`src/rtl/calc_pkg.sv`:
```
// Shared types and constants for the windowed sampler: FSM encoding,
// accumulator width, default window exponent limit and health codes.
package calc_pkg;

  typedef enum logic [1:0] {
    ST_IDLE  = 2'd0,
    ST_ARMED = 2'd1,
    ST_ACCUM = 2'd2,
    ST_DONE  = 2'd3
  } calc_state_t;

  localparam int MAX_SHIFT_DEF = 10;
  localparam int ACC_W         = 48;

  localparam logic [1:0] HEALTH_OK      = 2'd0;
  localparam logic [1:0] HEALTH_CLAMPED = 2'd1;

endpackage

```
`src/rtl/calc_window_stats.sv`:
```
// Per-window running statistics: signed sum, min, max and a down-counter of
// samples still owed to the current window.
module calc_window_stats
  import calc_pkg::*;
#(
  parameter int MAX_SHIFT = MAX_SHIFT_DEF,
  parameter int SW        = $clog2(MAX_SHIFT + 1),
  parameter int CW        = MAX_SHIFT + 1
) (
  input  logic                    clk_i,
  input  logic                    reset_i,
  input  logic                    clr_i,
  input  logic                    smp_i,
  input  logic [SW-1:0]           shift_i,
  input  logic signed [31:0]      value_i,
  output logic signed [ACC_W-1:0] sum_o,
  output logic signed [31:0]      min_o,
  output logic signed [31:0]      max_o,
  output logic [CW-1:0]           rem_o
);

  logic signed [ACC_W-1:0] sum_q;
  logic signed [31:0]      min_q;
  logic signed [31:0]      max_q;
  logic [CW-1:0]           rem_q;
  logic [CW-1:0]           win_len;
  logic signed [ACC_W-1:0] value_ext;

  assign win_len   = CW'(1) << shift_i;
  assign value_ext = {{(ACC_W-32){value_i[31]}}, value_i};

  // clr with smp loads the first sample of a fresh window
  always_ff @(posedge clk_i or posedge reset_i) begin
    if (reset_i) begin
      sum_q <= '0;
      min_q <= '0;
      max_q <= '0;
      rem_q <= '0;
    end else if (clr_i) begin
      if (smp_i) begin
        sum_q <= value_ext;
        min_q <= value_i;
        max_q <= value_i;
        rem_q <= win_len - CW'(1);
      end else begin
        sum_q <= '0;
        min_q <= '0;
        max_q <= '0;
        rem_q <= win_len;
      end
    end else if (smp_i) begin
      sum_q <= sum_q + value_ext;
      if (value_i < min_q) min_q <= value_i;
      if (value_i > max_q) max_q <= value_i;
      rem_q <= rem_q - CW'(1);
    end
  end

  assign sum_o = sum_q;
  assign min_o = min_q;
  assign max_o = max_q;
  assign rem_o = rem_q;

endmodule

```
`src/rtl/calc_sampler.sv`:
```
// Windowed sampler of a CALC output: on trigger edges collects 2^shift samples
// and publishes mean/min/max with a one-cycle valid pulse and a window count.
//
// state | meaning
// IDLE  | disabled; results and count hold
// ARMED | window cleared, waiting for its first edge
// ACCUM | collecting samples until the window is full
// DONE  | publish results, clear stats, take a coincident edge as next first
module calc_sampler
  import calc_pkg::*;
#(
  parameter int MAX_SHIFT = MAX_SHIFT_DEF
) (
  input  logic        clk_i,
  input  logic        reset_i,
  input  logic        enable_i,
  input  logic        trig_i,
  input  logic [31:0] value_i,
  input  logic [31:0] SHIFT,
  input  logic        SHIFT_WSTB,
  output logic [31:0] mean_o,
  output logic [31:0] min_o,
  output logic [31:0] max_o,
  output logic        valid_o,
  output logic [31:0] count_o,
  output logic [1:0]  health_o
);

  localparam int SW = $clog2(MAX_SHIFT + 1);
  localparam int CW = MAX_SHIFT + 1;

  calc_state_t             state_q, state_d;
  logic                    trig_q;
  logic                    trg_edge;
  logic [SW-1:0]           shift_q;
  logic [SW-1:0]           eff_shift_q;
  logic [SW-1:0]           shift_sel;
  logic                    st_clr;
  logic                    st_smp;
  logic                    done_load;
  logic signed [ACC_W-1:0] st_sum;
  logic signed [31:0]      st_min;
  logic signed [31:0]      st_max;
  logic [CW-1:0]           st_rem;

  assign trg_edge = trig_i & ~trig_q;

  calc_window_stats #(
    .MAX_SHIFT (MAX_SHIFT),
    .SW        (SW),
    .CW        (CW)
  ) u_stats (
    .clk_i   (clk_i),
    .reset_i (reset_i),
    .clr_i   (st_clr),
    .smp_i   (st_smp),
    .shift_i (shift_sel),
    .value_i (value_i),
    .sum_o   (st_sum),
    .min_o   (st_min),
    .max_o   (st_max),
    .rem_o   (st_rem)
  );

  // Window-opening states use the stored shift; a running window keeps its own
  always_comb begin
    state_d   = state_q;
    st_clr    = 1'b0;
    st_smp    = 1'b0;
    done_load = 1'b0;
    shift_sel = eff_shift_q;
    unique case (state_q)
      ST_IDLE: begin
        shift_sel = shift_q;
        if (enable_i) begin
          st_clr  = 1'b1;
          state_d = ST_ARMED;
        end
      end
      ST_ARMED: begin
        if (trg_edge) begin
          st_clr  = 1'b1;
          st_smp  = 1'b1;
          state_d = (eff_shift_q == '0) ? ST_DONE : ST_ACCUM;
        end
      end
      ST_ACCUM: begin
        if (trg_edge) begin
          st_smp = 1'b1;
          if (st_rem == CW'(1)) state_d = ST_DONE;
        end
      end
      ST_DONE: begin
        shift_sel = shift_q;
        st_clr    = 1'b1;
        done_load = 1'b1;
        st_smp    = trg_edge;
        if (trg_edge) state_d = (shift_q == '0) ? ST_DONE : ST_ACCUM;
        else          state_d = ST_ARMED;
      end
    endcase
    if (!enable_i) begin
      state_d   = ST_IDLE;
      st_clr    = 1'b0;
      st_smp    = 1'b0;
      done_load = 1'b0;
    end
  end

  always_ff @(posedge clk_i or posedge reset_i) begin
    if (reset_i) begin
      state_q     <= ST_IDLE;
      trig_q      <= 1'b0;
      shift_q     <= '0;
      eff_shift_q <= '0;
      health_o    <= HEALTH_OK;
    end else begin
      state_q <= state_d;
      trig_q  <= trig_i;
      if (st_clr) eff_shift_q <= shift_sel;
      if (SHIFT_WSTB) begin
        if (SHIFT[31] || (SHIFT > 32'(MAX_SHIFT))) begin
          shift_q  <= SW'(MAX_SHIFT);
          health_o <= HEALTH_CLAMPED;
        end else begin
          shift_q  <= SW'(SHIFT);
          health_o <= HEALTH_OK;
        end
      end
    end
  end

  always_ff @(posedge clk_i or posedge reset_i) begin
    if (reset_i) begin
      mean_o  <= '0;
      min_o   <= '0;
      max_o   <= '0;
      valid_o <= 1'b0;
      count_o <= '0;
    end else begin
      valid_o <= done_load;
      if (done_load) begin
        mean_o  <= 32'(st_sum >>> eff_shift_q);
        min_o   <= st_min;
        max_o   <= st_max;
        count_o <= count_o + 32'd1;
      end
    end
  end

endmodule
```
`config.mk`:
```
export PLATFORM = sky130hd
export DESIGN_NAME = calc_sampler
export DESIGN_NICKNAME = d
export VERILOG_FILES = /design/src/rtl/calc_pkg.sv /design/src/rtl/calc_window_stats.sv /design/src/rtl/calc_sampler.sv
export SDC_FILE = /design/constraint.sdc
export NUM_CORES = 1
export LEC_CHECK = 0
export ABC_CLOCK_PERIOD_IN_PS = 28500
export CORE_ASPECT_RATIO = 0.8
export CORE_MARGIN = 3
export CORE_UTILIZATION = 40
export CTS_CLUSTER_SIZE = 12
export DETAILED_ROUTE_END_ITERATION = 16
export PLACE_DENSITY_LB_ADDON = 0.25
export SLEW_MARGIN = 25
export SYNTH_ARGS = -nofsm -noshare
export SYNTH_HDL_FRONTEND = slang
export SYNTH_SLANG_ARGS = --single-unit
```
`constraint.sdc`:
```
create_clock -name clk_i -period 28.5 [get_ports clk_i]
set_input_delay 5.7 -clock clk_i [delete_from_list [all_inputs] [get_ports clk_i]]
set_output_delay 5.7 -clock clk_i [all_outputs]
set_load 0.01 [all_outputs]
```
==> results.md, run 1 <==
- maximum number of pins on one net before global-route repair: 126
- Reg clk slew, reported paths: 0.06 ns
- slowest CP cell: sky130_fd_sc_hd__clkdlybuf4s50_1
- required arrival time at the worst endpoint: 29.02 ns
- number of synthesized flops with an enable pin: 0
- actual slew at the worst max-slew pin: 0.9367 ns
- final-layout setup total negative slack: 0 ns
- number of nets in the final layout: 2161
- standard cell core area: 0.04079 mm2
- number of nets in the synthesized netlist: 2013
- Max Root-Sink Buffers: 3
- remaining global-route overflow: 0
- Max H-tree Level: 1
- final HPWL from detailed placement: 33.46 mm
- asr flop ratio synth: 100.0%
- launching element type of the critical path: primary input
- minimum period implied by the final worst setup slack: 8.791 ns
- total of endpoints with negative setup slack in the final report: 0
- Die Y: 188.2 um
- post-DR wirelength/cell: 18.08 um
- hold-fix buffers at CTS: 0
- ratio of cells with drive above 1 in the final layout: 6.319%
- ratio of final minimum period to clock period: 30.85%
- fill cell total of the finished layout: 3807
- fmax: 113.7 MHz
- maximum clock skew at final layout: 0.01336 ns
- clock root buffer: sky130_fd_sc_hd__clkbuf_16
- TritonCTS sink count: 263
- number of antenna violations at the first check in global routing: 1
- clock latency on the worst-skew pair: 0.58 ns
- DRC marker count from the first detailed-route iteration: 1202
- synthesis-stage register bit count: 263
- critical-path cell list: clkdlybuf4s50_1 -> ha_1 -> inv_1 -> fa_1 -> nor2b_1 -> o2111ai_1 -> a21oi_1 -> o2111ai_1 -> a21oi_1 -> o21ai_0 -> a31o_2 -> or4_1 -> a31oi_1 -> a31o_2
- relative area change from synthesis to final layout: 20.97%
- class of the tightest hold or removal check: reg -> reg
- Post-CTS Setup Repair Bufs: 0
- post-synth cell types: 71
- routability congestion estimate from global placement: 0.8998
- Worst Path Class, Setup: in -> reg
- Worst Setup End Kind: register
- Main synth FF type: sky130_fd_sc_hd__dfrtp_1
- Final Hold Vio Count: 0
- count of standard-cell rows: 66
- final worst slack: 19.71 ns
- post_cts resized: 0
- average cell area after synthesis: 9.093 um2
- status: completed
- number of max-cap violations: 0
- top fanout value on the critical path: 6
- longest individual stage delay on the worst path: 0.58 ns
- power per cell area: 83.98 mW/mm2
- antenna diode instance count: 0
- max-slew headroom at the worst pin: 37.40%
- first-pass GRT wire length: 75.16 mm
- Starting Density: 40.70%
- area of the multi-input gates: 0.009350 mm2
- routed vias: 14.29k
- highest ir drop seen on vdd: 0.04822 mV
- tightest hold margin: 0.4713 ns
- CTS tree: yes
- flip-flop and latch area: 0.006584 mm2
- Total Routed Length: 45.89 mm
- Inserted Clock Buffers: 30
- DR DRC count: 0
- Slew Limit Fails: 0
- residual antenna-violating net count after detailed routing: 0
- via count of the first global-routing pass: 13.94k
- number of buffer cells added on primary ports: 198
- netlist area before placement: 0.01660 mm2
- critical path data arrival time: 9.32 ns
- sequential-to-total area share from yosys stat: 39.64%
- unrepaired setup endpoints after global routing: no
- pre-CTS WS: 19.14 ns
- Post-Synthesis Cells: 1826
- first drt pass iteration count: 7
- width of the chip: 233.8 um
- static power due to leakage: 8.806 nW
- Total GRT Usage: 20.76%
- num ports: 200
- yosys synthesis warning count: 0
- number of vias per cell after detailed routing: 5.631
- total die area: 0.04400 mm2
-- power breakdown --
group | internal, mW | switching [mW]
combinational | 0.325 | 0.425
sequential | 0.463 | 0.0800
clock | 0.234 | 0.160
total | 1.02 | 0.664
-- sequential cells by signal, summed over array words and instances (netlist names) --
register and count:
shift_q 4, mean_o 32, u_stats.max_o 32, trig_q 1, max_o 32, min_o 32, count_o 32, u_stats.sum_o 47
u_stats.min_o 32, eff_shift_q 4, health_o 1, u_stats.rem_o 11, valid_o 1, state_q 2
-- kinds of logic after synthesis --
group / after synthesis / share of synthesized area, %
adders and majority gates: 118 / 8.937
muxes: 79 / 6.586
buffers and inverters: 188 / 4.280
DFF: 263 / 39.64
xor gates and xnor gates: 75 / 3.956
AOI/OAI and AO/OA: 574 / 22.06
and+or+nand+nor: 528 / 14.52
other: 1 / 0.02259
-- critical path, delay by kind of cell --
kind,cells,cell delay [ns]
buffers and inverters,2,0.64
adder cells (fa/ha/maj),2,0.61
AO/OA/AOI/OAI,8,1.68
AND/OR/NAND/NOR,2,0.68
-- routing by layer --
layer  global-route usage, %  up-vias  wire length [um]  part of all wire (%)
met3                   3.295       62              3011                   6.6
met4                   3.859        0               846                   1.8
li1                        -     6907                 -                     -
met1                   31.15     6899             21840                    48
met5                       0        -                 0                     0
met2                   31.89      424             20190                    44
-- worst paths after layout --
check,startpoint,end,slack (ns),depth (start not counted)
setup / recovery,value_i[0],u_stats.sum_o[46],19.71,14
hold / removal,count_o[31],count_o[31],0.47,1
setup reg to reg,state_q[1],u_stats.rem_o[8],24.60,14
hold reg to reg,count_o[31],count_o[31],0.47,1
max in group asynchronous,reset_i,min_o[26],21.33,3
min in group asynchronous,reset_i,count_o[0],5.69,2
-- area by class of cell --
cell class / instances / area share, %
Multi-Input combinational cell: 1375 / 46.55
Sequential cell: 263 / 32.78
Timing Repair Buffer: 216 / 10.56
Clock buffer: 44 / 4.448
Tap cell: 544 / 3.389
Inverter: 88 / 1.682
Clock inverter: 8 / 0.5918
-- cell usage after synthesis (12+ instances only) --
master                     instances  area [um2]
sky130_fd_sc_hd__nand2_1         254       953.4
sky130_fd_sc_hd__a22o_1           76       665.6
sky130_fd_sc_hd__nor3_1           19       95.09
sky130_fd_sc_hd__mux2_2           12       135.1
sky130_fd_sc_hd__a31oi_1          25       156.4
sky130_fd_sc_hd__nand3_1          32       160.2
sky130_fd_sc_hd__ha_1            117        1464
sky130_fd_sc_hd__xor2_1           26       227.7
sky130_fd_sc_hd__nand4_1          29       181.4
sky130_fd_sc_hd__nor2b_1          19       118.9
sky130_fd_sc_hd__a21oi_1         125       625.6
sky130_fd_sc_hd__nor2_1           96       360.4
sky130_fd_sc_hd__and3_1           22       137.6
sky130_fd_sc_hd__mux4_2           23       518.0
sky130_fd_sc_hd__inv_1            86       322.8
sky130_fd_sc_hd__xnor2_1          49       429.2
sky130_fd_sc_hd__dfrtp_1         263        6581
sky130_fd_sc_hd__nand2b_1         13       81.33
sky130_fd_sc_hd__clkbuf_1         95       356.6
sky130_fd_sc_hd__mux2i_1          44       440.4
sky130_fd_sc_hd__a21o_1           57       427.9
sky130_fd_sc_hd__a211oi_1         26       195.2
sky130_fd_sc_hd__o21ai_0         188       940.9
-- cell usage in the layout (no fill, tap or decap), types with 4 or more instances in the layout --
master	count
sky130_fd_sc_hd__ha_1	117
sky130_fd_sc_hd__o211ai_1	8
sky130_fd_sc_hd__o21a_1	9
sky130_fd_sc_hd__nand3_1	32
sky130_fd_sc_hd__o21ai_1	6
sky130_fd_sc_hd__nand2_1	253
sky130_fd_sc_hd__a21o_1	57
sky130_fd_sc_hd__dfrtp_1	261
sky130_fd_sc_hd__clkbuf_1	5
sky130_fd_sc_hd__nor4_1	10
sky130_fd_sc_hd__o21bai_1	5
sky130_fd_sc_hd__inv_1	85
sky130_fd_sc_hd__a21oi_1	124
sky130_fd_sc_hd__nor2b_1	19
sky130_fd_sc_hd__o22ai_1	5
sky130_fd_sc_hd__a211oi_1	25
sky130_fd_sc_hd__clkdlybuf4s50_1	198
sky130_fd_sc_hd__a31oi_1	24
sky130_fd_sc_hd__o21ai_0	188
sky130_fd_sc_hd__and3_1	22
sky130_fd_sc_hd__clkbuf_16	30
sky130_fd_sc_hd__nand2b_1	13
sky130_fd_sc_hd__a22o_1	76
sky130_fd_sc_hd__buf_4	17
sky130_fd_sc_hd__and2_1	10
sky130_fd_sc_hd__xnor2_1	49
sky130_fd_sc_hd__or4_1	5
sky130_fd_sc_hd__a31o_2	6
sky130_fd_sc_hd__clkbuf_8	9
sky130_fd_sc_hd__xor2_1	26
sky130_fd_sc_hd__mux4_2	23
sky130_fd_sc_hd__nor2_1	95
sky130_fd_sc_hd__mux2_2	12
sky130_fd_sc_hd__nand4_1	29
sky130_fd_sc_hd__clkinv_2	4
sky130_fd_sc_hd__mux2i_1	44
sky130_fd_sc_hd__nor3_1	19
-- stage by stage --
step / cell area, um2 / total power [mW] / cells / utilization (%)
floorplan: 16600 / 1.028 / 1826 / -
global placement: 19070 / 1.274 / 2486 / 46.75
detailed placement: 19070 / 1.289 / 2486 / 46.75
CTS: 20080 / 1.691 / 2538 / 49.23
global route: 20090 / 1.805 / 2538 / 49.24
finish: 20090 / 1.687 / 2538 / 49.24
(Power assumes the default switching activity.)
==> run 2, diff against run 1 <==
Settings changed: ABC_CLOCK_PERIOD_IN_PS 28500 to 8200.
Clock period 28.5 ns to 8.2 ns, I/O delays scaled along.
==> run 2 against run 1 <==
Sequential power increased to 3.5 times the previous value; final cell count about the same; flip-flop and latch count unchanged; non-clock buffer count increased by 1; worst setup slack got worse by 16 ns; hold slack got worse by 0.0047 ns; final area increased by 0.19%; combinational power increased to 3.5 times the previous value; via count decreased by 0.92%; largest power group unchanged; highest routed layer unchanged.
==> results.md, run 2 (synthesized netlist as in run 1, its figures left out) <==
- status: completed
- Max H-tree Level: 1
- maximum number of pins on one net before global-route repair: 158
- top fanout value on the critical path: 6
- TritonCTS sink count: 263
- maximum clock skew at final layout: 0.01313 ns
- fmax: 211.3 MHz
- post_cts resized: 0
- residual antenna-violating net count after detailed routing: 0
- cell count of the worst reg-to-reg path: 14
- Slew Limit Fails: 0
- final-layout setup total negative slack: 0 ns
- Register-to-Register Setup Slack: 4.23 ns
- worst hold endpoint: count_o[31]
- clock latency on the worst-skew pair: 0.58 ns
- start point of the worst hold path: count_o[31]
- Starting Density: 40.70%
- hold-fix buffers at CTS: 0
- first-pass GRT wire length: 74.60 mm
- number of max-cap violations: 0
- Max Root-Sink Buffers: 3
- number of antenna violations at the first check in global routing: 0
- power per cell area: 293.9 mW/mm2
- Post-CTS Setup Repair Bufs: 0
- Hold Path Stages: 1
- post-DR wirelength/cell: 18.07 um
- Worst Path Class, Setup: in -> reg
- number of buffer cells added on primary ports: 198
- class of the tightest hold or removal check: reg -> reg
- highest ir drop seen on vdd: 0.1723 mV
- fill cell total of the finished layout: 3825
- standard cell core area: 0.04079 mm2
- Die Y: 188.2 um
- relative area change from synthesis to final layout: 21.20%
- first drt pass iteration count: 5
- routed vias: 14.16k
- Final Hold Vio Count: 0
- ratio of final minimum period to clock period: 57.71%
- ratio of cells with drive above 1 in the final layout: 6.416%
- Reg clk slew, reported paths: 0.06 ns
- critical path data arrival time: 5.24 ns
- number of nets in the final layout: 2162
- num ports: 200
- actual slew at the worst max-slew pin: 0.9671 ns
- unrepaired setup endpoints after global routing: no
- final HPWL from detailed placement: 33.35 mm
- clock root buffer: sky130_fd_sc_hd__clkbuf_16
- Worst Setup End Kind: register
- total die area: 0.04400 mm2
- routability congestion estimate from global placement: 0.9064
- flip-flop count of the largest register, all copies and words added: 47
- Inserted Clock Buffers: 30
- area of the multi-input gates: 0.009350 mm2
- CTS tree: yes
- most common library cell in the layout ignoring fill and taps: sky130_fd_sc_hd__dfrtp_1
- via count of the first global-routing pass: 13.85k
- width of the chip: 233.8 um
- highest-count cells in the layout ignoring fill and taps: sky130_fd_sc_hd__dfrtp_1, sky130_fd_sc_hd__nand2_1, sky130_fd_sc_hd__clkdlybuf4s50_1
- Total GRT Usage: 20.62%
- number of vias per cell after detailed routing: 5.577
- destination of the worst register-to-register timing path: u_stats.rem_o[8]
- antenna diode instance count: 0
- count of standard-cell rows: 66
- Total Routed Length: 45.87 mm
- total of endpoints with negative setup slack in the final report: 0
- launching element type of the critical path: primary input
- DR DRC count: 0
- flip-flop and latch area: 0.006584 mm2
- static power due to leakage: 8.820 nW
- remaining global-route overflow: 0
- max-slew headroom at the worst pin: 35.37%
- required arrival time at the worst endpoint: 8.71 ns
- final design utilization: 49.33%
- DRC marker count from the first detailed-route iteration: 1097
- reg2reg start: state_q[1]
- minimum period implied by the final worst setup slack: 4.732 ns
## run 2: cell types whose count changed in the layout (fill, tap and decap cells not counted), sizes merged
cell,previous run,this run
buf,18,19
bufinv,2,6
clkbuf,44,36
clkinv,7,11
clkinvlp,0,2
inv,87,85
## run 2: worst max-delay path by stage
stage	start	end	slack, ns	cells past startpoint
global placement	value_i[0]	u_stats.sum_o[46]	2.91	14
finish	value_i[0]	u_stats.sum_o[46]	3.47	14
global route	value_i[0]	u_stats.sum_o[46]	3.18	14
CTS	value_i[0]	u_stats.sum_o[46]	3.49	14
floorplan	reset_i	count_o[0]	3.09	1
detailed placement	value_i[0]	u_stats.sum_o[46]	2.90	14
## run 2: final cells by class
class,count,area share [%]
Tap cell,544,3.382
Sequential cell,263,32.72
Inverter,88,1.660
Multi-Input combinational cell,1375,46.47
Timing Repair Buffer,217,10.62
Clock buffer,36,3.942
Clock inverter,16,1.212
## run 2: per-layer routing
layer | GRT usage, % | share of wire, % | vias up
met1 | 31.48 | 49 | 6861
met5 | 0 | 0 | -
met4 | 4.071 | 1.8 | 0
li1 | - | - | 6877
met2 | 31.18 | 43 | 366
met3 | 2.963 | 5.7 | 56
## run 2: per-stage QoR
stage	power, mW	instance area (um2)	cells	setup WS (ns)	hold slack [ns]
after CTS	5.937	20120	2539	3.495	0.4731
after global placement	4.431	19090	2487	2.913	0.4581
after global routing	6.331	20120	2539	3.176	0.5007
after detailed placement	4.482	19090	2487	2.903	0.4637
after floorplan	3.574	16610	1826	3.090	0.4658
final	5.915	20120	2539	3.468	0.4666
## run 2: power breakdown
| group | internal [mW] | switching (mW) |
|---|---|---|
| Combinational | 1.13 | 1.47 |
| Clock | 0.873 | 0.557 |
| Sequential | 1.61 | 0.280 |
| Total | 3.61 | 2.30 |
## run 2: worst max-delay path: stages
cell                              delay (ns)
sky130_fd_sc_hd__clkdlybuf4s50_1        0.59
sky130_fd_sc_hd__ha_1                   0.23
sky130_fd_sc_hd__inv_1                  0.06
sky130_fd_sc_hd__fa_1                   0.38
sky130_fd_sc_hd__nor2b_1                0.20
sky130_fd_sc_hd__o2111ai_1              0.15
sky130_fd_sc_hd__a21oi_1                0.27
sky130_fd_sc_hd__o2111ai_1              0.28
sky130_fd_sc_hd__a21oi_1                0.28
sky130_fd_sc_hd__o21ai_0                0.17
sky130_fd_sc_hd__a31o_2                 0.27
sky130_fd_sc_hd__or4_1                  0.47
sky130_fd_sc_hd__a31oi_1                0.14
sky130_fd_sc_hd__a31o_2                 0.12
